===== src/rtl/io_clk_pkg.sv =====
// Shared field positions and mode encoding for the IO clock divider bank.
package io_clk_pkg;

  localparam int CFG_W        = 16;
  localparam int CFG_EN_BIT   = 15;
  localparam int CFG_MODE_BIT = 14;
  localparam int CFG_DIV_MSB  = 13;

  typedef enum logic {
    MODE_TOGGLE = 1'b0,
    MODE_STROBE = 1'b1
  } mode_e;

  // Bits of a channel register that hold state; reserved bits above DIV stay 0.
  function automatic logic [CFG_W-1:0] cfg_write_mask(input int div_w);
    logic [CFG_W-1:0] m;
    m = '0;
    m[CFG_EN_BIT]   = 1'b1;
    m[CFG_MODE_BIT] = 1'b1;
    for (int i = 0; i <= CFG_DIV_MSB; i++) begin
      if (i < div_w) m[i] = 1'b1;
    end
    return m;
  endfunction

endpackage


===== src/rtl/io_clk_divider_bank_if.sv =====
// Configuration register bus of the divider bank: address, byte-lane writes, readback.
interface io_clk_divider_bank_if #(
  parameter int ADDR_WIDTH = 2
);
  logic [ADDR_WIDTH-1:0] ConfigurationAddr;
  logic                  ConfigWriteEnUpper;
  logic                  ConfigWriteEnLower;
  logic [15:0]           ConfigInput;
  logic [15:0]           ConfigOutput;

  modport master (
    output ConfigurationAddr,
    output ConfigWriteEnUpper,
    output ConfigWriteEnLower,
    output ConfigInput,
    input  ConfigOutput
  );

  modport slave (
    input  ConfigurationAddr,
    input  ConfigWriteEnUpper,
    input  ConfigWriteEnLower,
    input  ConfigInput,
    output ConfigOutput
  );
endinterface


===== src/rtl/io_clk_div_channel.sv =====
// One divider channel: config register, down-counter and registered outputs.
module io_clk_div_channel
  import io_clk_pkg::*;
#(
  parameter int DIV_WIDTH = 14
) (
  input  logic             sys_clk,
  input  logic             sync_rst,
  input  logic             clk_en,
  input  logic             resync,
  input  logic             we_upper,
  input  logic             we_lower,
  input  logic [CFG_W-1:0] wdata,
  output logic [CFG_W-1:0] cfg_rd,
  output logic             div_out,
  output logic             div_rise
);

  localparam logic [CFG_W-1:0] WMASK = cfg_write_mask(DIV_WIDTH);

  logic [CFG_W-1:0]     cfg_q, cfg_d;
  logic [DIV_WIDTH-1:0] cnt_q, cnt_d;
  logic                 out_q, out_d;
  logic                 rise_q, rise_d;
  logic                 restart;
  logic                 en;
  mode_e                mode;

  // Next register value, counter step and event action for this channel.
  always_comb begin
    cfg_d = cfg_q;
    if (we_upper) cfg_d[15:8] = wdata[15:8];
    if (we_lower) cfg_d[7:0]  = wdata[7:0];
    cfg_d = cfg_d & WMASK;

    restart = we_upper | we_lower | resync;
    en      = cfg_q[CFG_EN_BIT];
    mode    = mode_e'(cfg_q[CFG_MODE_BIT]);

    cnt_d  = cnt_q;
    out_d  = out_q;
    rise_d = 1'b0;

    if (restart) begin
      // A write restarts with the freshly written DIV; resync alone sees the same value.
      cnt_d = cfg_d[DIV_WIDTH-1:0];
      out_d = 1'b0;
    end else if (!en) begin
      cnt_d = cfg_q[DIV_WIDTH-1:0];
      out_d = 1'b0;
    end else if (cnt_q != '0) begin
      cnt_d = cnt_q - 1'b1;
      if (mode == MODE_STROBE) out_d = 1'b0;
    end else begin
      cnt_d = cfg_q[DIV_WIDTH-1:0];
      if (mode == MODE_STROBE) begin
        out_d  = 1'b1;
        rise_d = 1'b1;
      end else begin
        out_d  = ~out_q;
        rise_d = ~out_q;
      end
    end
  end

  // State update; clk_en low freezes everything including config writes.
  always_ff @(posedge sys_clk) begin
    if (sync_rst) begin
      cfg_q  <= '0;
      cnt_q  <= '0;
      out_q  <= 1'b0;
      rise_q <= 1'b0;
    end else if (clk_en) begin
      cfg_q  <= cfg_d;
      cnt_q  <= cnt_d;
      out_q  <= out_d;
      rise_q <= rise_d;
    end
  end

  assign cfg_rd   = cfg_q;
  assign div_out  = out_q;
  assign div_rise = rise_q;

endmodule


===== src/rtl/io_clk_divider_bank.sv =====
// Bank of sys_clk-derived divided clocks/strobes with a shared config register bus.
module io_clk_divider_bank
  import io_clk_pkg::*;
#(
  parameter int CHANNELS   = 4,
  parameter int ADDR_WIDTH = 2,
  parameter int DIV_WIDTH  = 14
) (
  input  logic                sys_clk,
  input  logic                sync_rst,
  input  logic                clk_en,
  input  logic                resync,
  io_clk_divider_bank_if.slave cfg,
  output logic [CHANNELS-1:0] div_out,
  output logic [CHANNELS-1:0] div_rise
);

  logic [CFG_W-1:0]    cfg_rd [CHANNELS];
  logic [CHANNELS-1:0] sel;

  // One-hot channel select; addresses beyond the last channel select nothing.
  always_comb begin
    sel = '0;
    for (int i = 0; i < CHANNELS; i++) begin
      sel[i] = (int'(cfg.ConfigurationAddr) == i);
    end
  end

  for (genvar g = 0; g < CHANNELS; g++) begin : g_ch
    io_clk_div_channel #(
      .DIV_WIDTH (DIV_WIDTH)
    ) u_ch (
      .sys_clk  (sys_clk),
      .sync_rst (sync_rst),
      .clk_en   (clk_en),
      .resync   (resync),
      .we_upper (cfg.ConfigWriteEnUpper & sel[g]),
      .we_lower (cfg.ConfigWriteEnLower & sel[g]),
      .wdata    (cfg.ConfigInput),
      .cfg_rd   (cfg_rd[g]),
      .div_out  (div_out[g]),
      .div_rise (div_rise[g])
    );
  end

  // Combinational readback of the addressed channel register.
  always_comb begin
    cfg.ConfigOutput = '0;
    for (int i = 0; i < CHANNELS; i++) begin
      if (sel[i]) cfg.ConfigOutput = cfg_rd[i];
    end
  end

endmodule


===== src/flat_wrapper.sv =====
// flat-port wrapper written by rule: the top's interface ports become plain ports
module io_clk_divider_bank_flat import io_clk_pkg::*;
#(
  parameter int CHANNELS   = 4,
  parameter int ADDR_WIDTH = 2,
  parameter int DIV_WIDTH  = 14
)
  (sys_clk, sync_rst, clk_en, resync, div_out, div_rise, cfg_ConfigurationAddr, cfg_ConfigWriteEnUpper, cfg_ConfigWriteEnLower, cfg_ConfigInput, cfg_ConfigOutput);
  io_clk_divider_bank_if #(.ADDR_WIDTH(ADDR_WIDTH)) cfg_i ();
  input  logic sys_clk;
  input  logic sync_rst;
  input  logic clk_en;
  input  logic resync;
  output logic [CHANNELS-1:0] div_out;
  output logic [CHANNELS-1:0] div_rise;
  input wire logic [$bits(cfg_i.ConfigurationAddr)-1:0] cfg_ConfigurationAddr;
  input wire logic [$bits(cfg_i.ConfigWriteEnUpper)-1:0] cfg_ConfigWriteEnUpper;
  input wire logic [$bits(cfg_i.ConfigWriteEnLower)-1:0] cfg_ConfigWriteEnLower;
  input wire logic [$bits(cfg_i.ConfigInput)-1:0] cfg_ConfigInput;
  output wire logic [$bits(cfg_i.ConfigOutput)-1:0] cfg_ConfigOutput;
  assign cfg_i.ConfigurationAddr = cfg_ConfigurationAddr;
  assign cfg_i.ConfigWriteEnUpper = cfg_ConfigWriteEnUpper;
  assign cfg_i.ConfigWriteEnLower = cfg_ConfigWriteEnLower;
  assign cfg_i.ConfigInput = cfg_ConfigInput;
  assign cfg_ConfigOutput = cfg_i.ConfigOutput;
  io_clk_divider_bank #(.CHANNELS(CHANNELS), .ADDR_WIDTH(ADDR_WIDTH), .DIV_WIDTH(DIV_WIDTH)) u_core (.sys_clk(sys_clk), .sync_rst(sync_rst), .clk_en(clk_en), .resync(resync), .cfg(cfg_i), .div_out(div_out), .div_rise(div_rise));
endmodule

===== config.mk =====
export PLATFORM = sky130hd
export DESIGN_NAME = io_clk_divider_bank_flat
export DESIGN_NICKNAME = d
export VERILOG_FILES = /design/src/rtl/io_clk_pkg.sv /design/src/rtl/io_clk_divider_bank_if.sv /design/src/rtl/io_clk_div_channel.sv /design/src/rtl/io_clk_divider_bank.sv /design/src/flat_wrapper.sv
export SDC_FILE = /design/constraint.sdc
export NUM_CORES = 1
export LEC_CHECK = 0
export BUFFER_PORTS_ARGS = -buffer_cell sky130_fd_sc_hd__buf_2
export CORE_AREA = 4 4 118 120
export DETAILED_ROUTE_END_ITERATION = 10
export DIE_AREA = 0 0 122 124
export MAX_ROUTING_LAYER = met4
export PLACE_DENSITY = 0.9
export SYNTH_ARGS = -nofsm -noshare
export SYNTH_HDL_FRONTEND = slang
export SYNTH_SLANG_ARGS = --single-unit

===== constraint.sdc =====
create_clock -name sys_clk -period 3.4 [get_ports sys_clk]
set_clock_uncertainty 0.05 [all_clocks]
set_input_delay 0.51 -clock sys_clk [delete_from_list [all_inputs] [get_ports sys_clk]]
set_output_delay 0.51 -clock sys_clk [all_outputs]
set_load 0.02 [all_outputs]

==> key figures, run 1 <==
Outcome
  • Status: finished, final reports clean

Clock tree
  • Clock transition at path regs: 0.06 ns
  • Setup Buffers After CTS: 0
  • Clock tree buffer depth: 2
  • CTS sink count: 128
  • Hold-fix buffers, CTS: 0
  • Worst-skew pair later-pin latency: 0.43 ns
  • CTS H-tree depth: 4
  • Post-CTS resize count: 0
  • Num CTS Buffers: 17
  • Root Buffer Master: clkbuf_16
  • CTS tree: built

GRT
  • Antenna violations before repair: 0
  • Pin count of the biggest net entering global routing: 61
  • GR Util All Layers: 30.7%
  • Vias in the first global route: 7108
  • Grt ovf: 0
  • First-pass GRT wire length: 35900 um

Logic synthesis
  • Synth Warn #: 0
  • Top_reg_cell synth: dfxtp_1
  • Mapped Area: 7800 um2
  • Largest area contributor in the netlist: dfxtp_1
  • Number of synthesized register bits: 128
  • Async SR Flop Fraction: 0%
  • Mapped Avg Cell Area: 7.89 um2
  • Seq/Total Area, Yosys: 32.9%
  • Netlist cell types: 70
  • EDFF count, synth: 0
  • Net count after synthesis: 1017
  • Yosys top cell area share: 32.9%
  • Mapped Cells: 989
  • Top cells by area, synth: dfxtp_1, nand2_1, a21oi_1, mux2i_1, mux4_2

STA
  • Post-route setup TNS: 0 ns
  • Final Hold Fails: 0
  • Final Max Slew Viols: 0
  • Final Cycle Share: 79.6%
  • RSZ-0062 raised after global routing: no
  • Fmax achieved: 0.369 GHz
  • Worst slew pin tran: 1.04 ns
  • Relative slew slack: 30.8%
  • Min Tclk post-route: 2.71 ns
  • Final setup viols: 0

Die
  • Starting Density: 60.1%
  • Die width: 122 um
  • Core Area: 13000 um2
  • DIE HEIGHT: 124 um
  • Io pins: 48
  • Die area: 15100 um2
  • Row Count: 42

Route
  • Final ANT Viol Nets: 0
  • Wl on met1: 8670 um
  • Via count: 7634
  • Initial DRC count: 1226
  • Via-per-instance ratio: 6.51
  • Pre-antenna DRT Iters: 7
  • Routed wl met2: 10700 um
  • WL final: 22300 um
  • Max layer used: met4
  • Wire length on met3: 2190 um
  • Drt drc: 0
  • Routed length per placed instance: 19.0 um

Setup path
  • WP data arrival: 2.95 ns
  • CP required: 3.64 ns
  • Peak fanout along the critical path: 23
  • R2R setup slack: 0.69 ns
  • CP Capture Type: flip-flop
  • Critical path type: reg -> reg
  • R2r worst-path depth: 4
  • Crit path launch type: flip-flop

Final layout
  • Most common cell after layout, fill and taps aside: nand2_1
  • Layout cell share with drive strength beyond 1: 13.3%
  • Layout area overhead: 9.71%
  • Most frequent cells in the layout: nand2_1, dfxtp_1, a21oi_1, nor2_1, buf_2
  • # nets final: 1014
  • Filler instances: 1042
  • Antenna diodes: 0
  • Final cell count without fillers: 1173

Flow run
  • Max Cap Viol: 0

Placed design
  • DP Wirelength: 15500 um
  • Port buffer count: 47
  • Routability cong.: 1.01
  • Placed insts: 1143

Power and ir drop
  • Leak: 3.15 nW
  • P per Cell Area: 464 nW/um2
  • VDD IR max: 0.302 mV
  • PnR Total Power: 3.97 mW

Worst hold path
  • Worst hold-check path type: in -> reg
  • Hold depth: 3
[report_power, final]
| group | total (mW) | leakage (nW) | switching, mW | internal (mW) |
|---|---|---|---|---|
| Combinational | 0.621 | 1.84 | 0.372 | 0.249 |
| Sequential | 1.64 | 1.04 | 0.0802 | 1.56 |
| Clock | 1.71 | 0.272 | 0.647 | 1.07 |
[Yosys cell counts (4+ instances only)]
| master | count |
|---|---|
| xnor2_1 | 20 |
| or4_1 | 7 |
| and2_1 | 5 |
| mux2_2 | 7 |
| buf_4 | 9 |
| nor4_1 | 8 |
| nand2_1 | 204 |
| mux4_2 | 16 |
| nand4_1 | 6 |
| nor2b_1 | 17 |
| nand4b_1 | 5 |
| nor3_1 | 16 |
| o22ai_1 | 7 |
| a31oi_1 | 7 |
| inv_1 | 21 |
| mux2i_1 | 42 |
| a211oi_1 | 6 |
| nand3b_1 | 5 |
| or3_1 | 4 |
| dfxtp_1 | 128 |
| o32ai_1 | 6 |
| o31ai_1 | 8 |
| nand2b_1 | 17 |
| buf_2 | 4 |
| a211o_1 | 10 |
| ha_1 | 4 |
| clkbuf_1 | 66 |
| a221oi_1 | 13 |
| nand3_1 | 23 |
| and3_1 | 10 |
| nor2_1 | 66 |
| xor2_1 | 14 |
| a311o_1 | 20 |
| buf_1 | 4 |
| o21ai_0 | 22 |
| o21bai_1 | 5 |
| a2111oi_0 | 6 |
| a21oi_1 | 101 |
[sequential cells by signal (all words and copies together) (netlist names)]
register / cells
u_core.g_ch.u_ch.div_rise: 4
u_core.g_ch.u_ch.cnt_q: 56
u_core.g_ch.u_ch.cfg_rd: 64
u_core.g_ch.u_ch.div_out: 4
[layer usage]
layer,up-vias,global-route usage (%)
li1,3536,-
met1,3572,37.8
met2,450,50.1
met3,76,6.58
met4,0,11.4
met5,-,-
[path summary, 6_finish.rpt]
path                                                startpoint                             end
worst max-delay path              u_core.g_ch[0].u_ch.cnt_q[8]    u_core.g_ch[0].u_ch.cnt_q[6]
worst min-delay path                       cfg_ConfigInput[15]  u_core.g_ch[0].u_ch.cfg_rd[15]
worst max register to register    u_core.g_ch[0].u_ch.cnt_q[8]    u_core.g_ch[0].u_ch.cnt_q[6]
worst min register to register  u_core.g_ch[3].u_ch.cfg_rd[12]  u_core.g_ch[3].u_ch.cfg_rd[12]
[through the flow]
stage                     hold WS [ns]  util (%)  cell area [um2]  setup WS, ns
final                            0.332      65.9             8560         0.693
after global routing             0.327      65.9             8560         0.384
after CTS                        0.311      65.9             8560         0.737
after detailed placement         0.413      61.7             8010         0.751
after global placement           0.407      61.7             8010         0.863
after floorplan                  0.391         -             7800         0.692
[cell families after synthesis]
| group | Yosys count | synth area share, % |
|---|---|---|
| and+or+nand+nor | 409 | 24.6 |
| AOI/OAI and AO/OA | 241 | 21.0 |
| DFF | 128 | 32.9 |
| buffers and inverters | 108 | 6.05 |
| muxes | 65 | 11.0 |
| xor gates and xnor gates | 34 | 3.82 |
| adders and majority gates | 4 | 0.642 |
[worst max-delay path, stage by stage, from the launching register on]
cell and delay [ns]:
dfxtp_1 0.35, nor4_1 0.67, a41oi_2 0.71, a31o_2 0.41
a2111oi_0 0.37
[area by class of cell]
type	count	area (um2)	share of cell area, %
clock buffer	24	492	5.75
timing repair buffer	65	373	4.36
inverter	21	78.8	0.921
multi-input combinational	753	4770	55.8
tap	176	220	2.57
clock inverter	6	57.6	0.673
sequential	128	2560	30.0
Power figures use the tool's default switching activity.
==> inputs of run 2 (changes only) <==
- CORE_AREA: 4 4 118 120 -> 4 4 124 126
- DIE_AREA: 0 0 122 124 -> 0 0 128 130
- PLACE_DENSITY: 0.9 -> 0.87
- clock period: 3.4 -> 2.4 ns (I/O delays scaled with it)
==> run 2 against run 1 <==
Effect of this change: first-iteration DRC count shrank 17%; non-clock buffer count grew 36; clock-buffer cell count grew 3; critical path type unchanged; critical endpoint is now u_core.g_ch[2].u_ch.cnt_q[10].
==> key figures, run 2 (same netlist as run 1, synthesis figures left out) <==
Outcome
  • Status: finished, final reports clean

Final layout
  • Cell area after layout: 8940 um2
  • Most common cell after layout, fill and taps aside: nand2_1
  • Filler instances: 1161
  • Final cell count without fillers: 1219
  • Layout area overhead: 14.6%
  • Antenna diodes: 0
  • Layout cell share with drive strength beyond 1: 17.1%
  • Largest register FFs: 64
  • # nets final: 1050
  • Most frequent cells in the layout: nand2_1, dfxtp_1, a21oi_1, nor2_1, buf_4

Clock tree
  • Num CTS Buffers: 17
  • Hold-fix buffers, CTS: 0
  • Clock tree buffer depth: 2
  • Root Buffer Master: clkbuf_16
  • CTS H-tree depth: 4
  • CTS tree: built
  • Worst-skew pair later-pin latency: 0.43 ns
  • Clock transition at path regs: 0.06 ns
  • Post-CTS resize count: 0
  • CTS sink count: 128
  • Setup Buffers After CTS: 0

Route
  • Via count: 7807
  • Initial DRC count: 1019
  • Via-per-instance ratio: 6.40
  • Pre-antenna DRT Iters: 6
  • Drt drc: 0
  • Routed length per placed instance: 18.9 um
  • WL final: 23000 um
  • Final ANT Viol Nets: 0

Setup path
  • Peak fanout along the critical path: 6
  • Critical path type: reg -> reg
  • Crit path launch type: flip-flop
  • WP data arrival: 2.67 ns
  • R2r worst-path depth: 8
  • CP required: 2.70 ns
  • CP Capture Type: flip-flop

Die
  • Core Area: 14300 um2
  • Die area: 16600 um2
  • Row Count: 44
  • Io pins: 48
  • DIE HEIGHT: 130 um
  • Die width: 128 um
  • Starting Density: 54.5%

STA
  • Relative slew slack: 26.3%
  • Fmax achieved: 0.422 GHz
  • Worst slew pin tran: 1.10 ns
  • RSZ-0062 raised after global routing: yes
  • Final Hold Fails: 0
  • Final Cycle Share: 98.7%
  • Fin Hold WS: 0.193 ns
  • Post-route setup TNS: 0 ns
  • PnR worst setup slack: 0.0314 ns
  • Final setup viols: 0
  • Final Max Slew Viols: 0
  • Min Tclk post-route: 2.37 ns

Placed design
  • Routability cong.: 0.975
  • DP Wirelength: 16200 um
  • DP Area: 8290 um2
  • Place WS: 0.0820 ns
  • Placed insts: 1187
  • Port buffer count: 47

GRT
  • GR Util All Layers: 28.2%
  • Antenna violations before repair: 0
  • Vias in the first global route: 7185
  • Pin count of the biggest net entering global routing: 53
  • Grt ovf: 0
  • First-pass GRT wire length: 36500 um

Flow run
  • Max Cap Viol: 0

Worst hold path
  • Worst hold-check path type: in -> reg
  • Hold depth: 3

Power and ir drop
  • P per Cell Area: 666 nW/um2
  • Leak: 3.36 nW
  • VDD IR max: 0.474 mV
-- run 2: critical path, cell delays in order (launching register included) --
cell      delay (ns)
dfxtp_2         0.32
inv_1           0.05
ha_2            0.18
or4b_4          0.49
or2_1           0.26
buf_4           0.16
or4_4           0.42
xor2_1          0.17
a211oi_2        0.18
-- run 2: stage by stage --
step / utilization, % / total power [mW]
after global routing: 62.5 / 6.15
after global placement: 57.9 / 3.26
after detailed placement: 57.9 / 3.28
after CTS: 62.1 / 5.92
after floorplan: - / 3.00
final: 62.5 / 5.95
-- run 2: final timing paths --
path / from / endpoint / slack (ns)
setup / recovery: u_core.g_ch[2].u_ch.cnt_q[1] / u_core.g_ch[2].u_ch.cnt_q[10] / 0.03
hold / removal: cfg_ConfigInput[15] / u_core.g_ch[2].u_ch.cfg_rd[15] / 0.19
setup reg to reg: u_core.g_ch[2].u_ch.cnt_q[1] / u_core.g_ch[2].u_ch.cnt_q[10] / 0.03
hold reg to reg: u_core.g_ch[3].u_ch.div_rise / u_core.g_ch[3].u_ch.div_rise / 0.43
-- run 2: power breakdown --
| group | leakage, nW | switching (mW) | internal (mW) |
|---|---|---|---|
| Sequential | 1.04 | 0.105 | 2.21 |
| Combinational | 2.02 | 0.562 | 0.414 |
| Clock | 0.296 | 0.925 | 1.74 |
-- run 2: per-layer routing --
layer  global-route usage [%]  up-vias  routed length (um)
met2                     45.6      385               11300
met3                     6.55       77                1800
met4                     11.9        0                 849
met1                     34.0     3722                9070
met5                        -        -                   0
li1                         -     3623                   -
-- run 2: layout make-up --
cell class	count	area (um2)	share of cell area, %
clock buffers	27	503	5.63
clock inverters	5	100	1.12
inverters	21	78.8	0.882
multi-input cells	753	4810	53.8
flip-flops and latches	128	2560	28.7
well taps	184	230	2.58
repair buffers	101	654	7.32
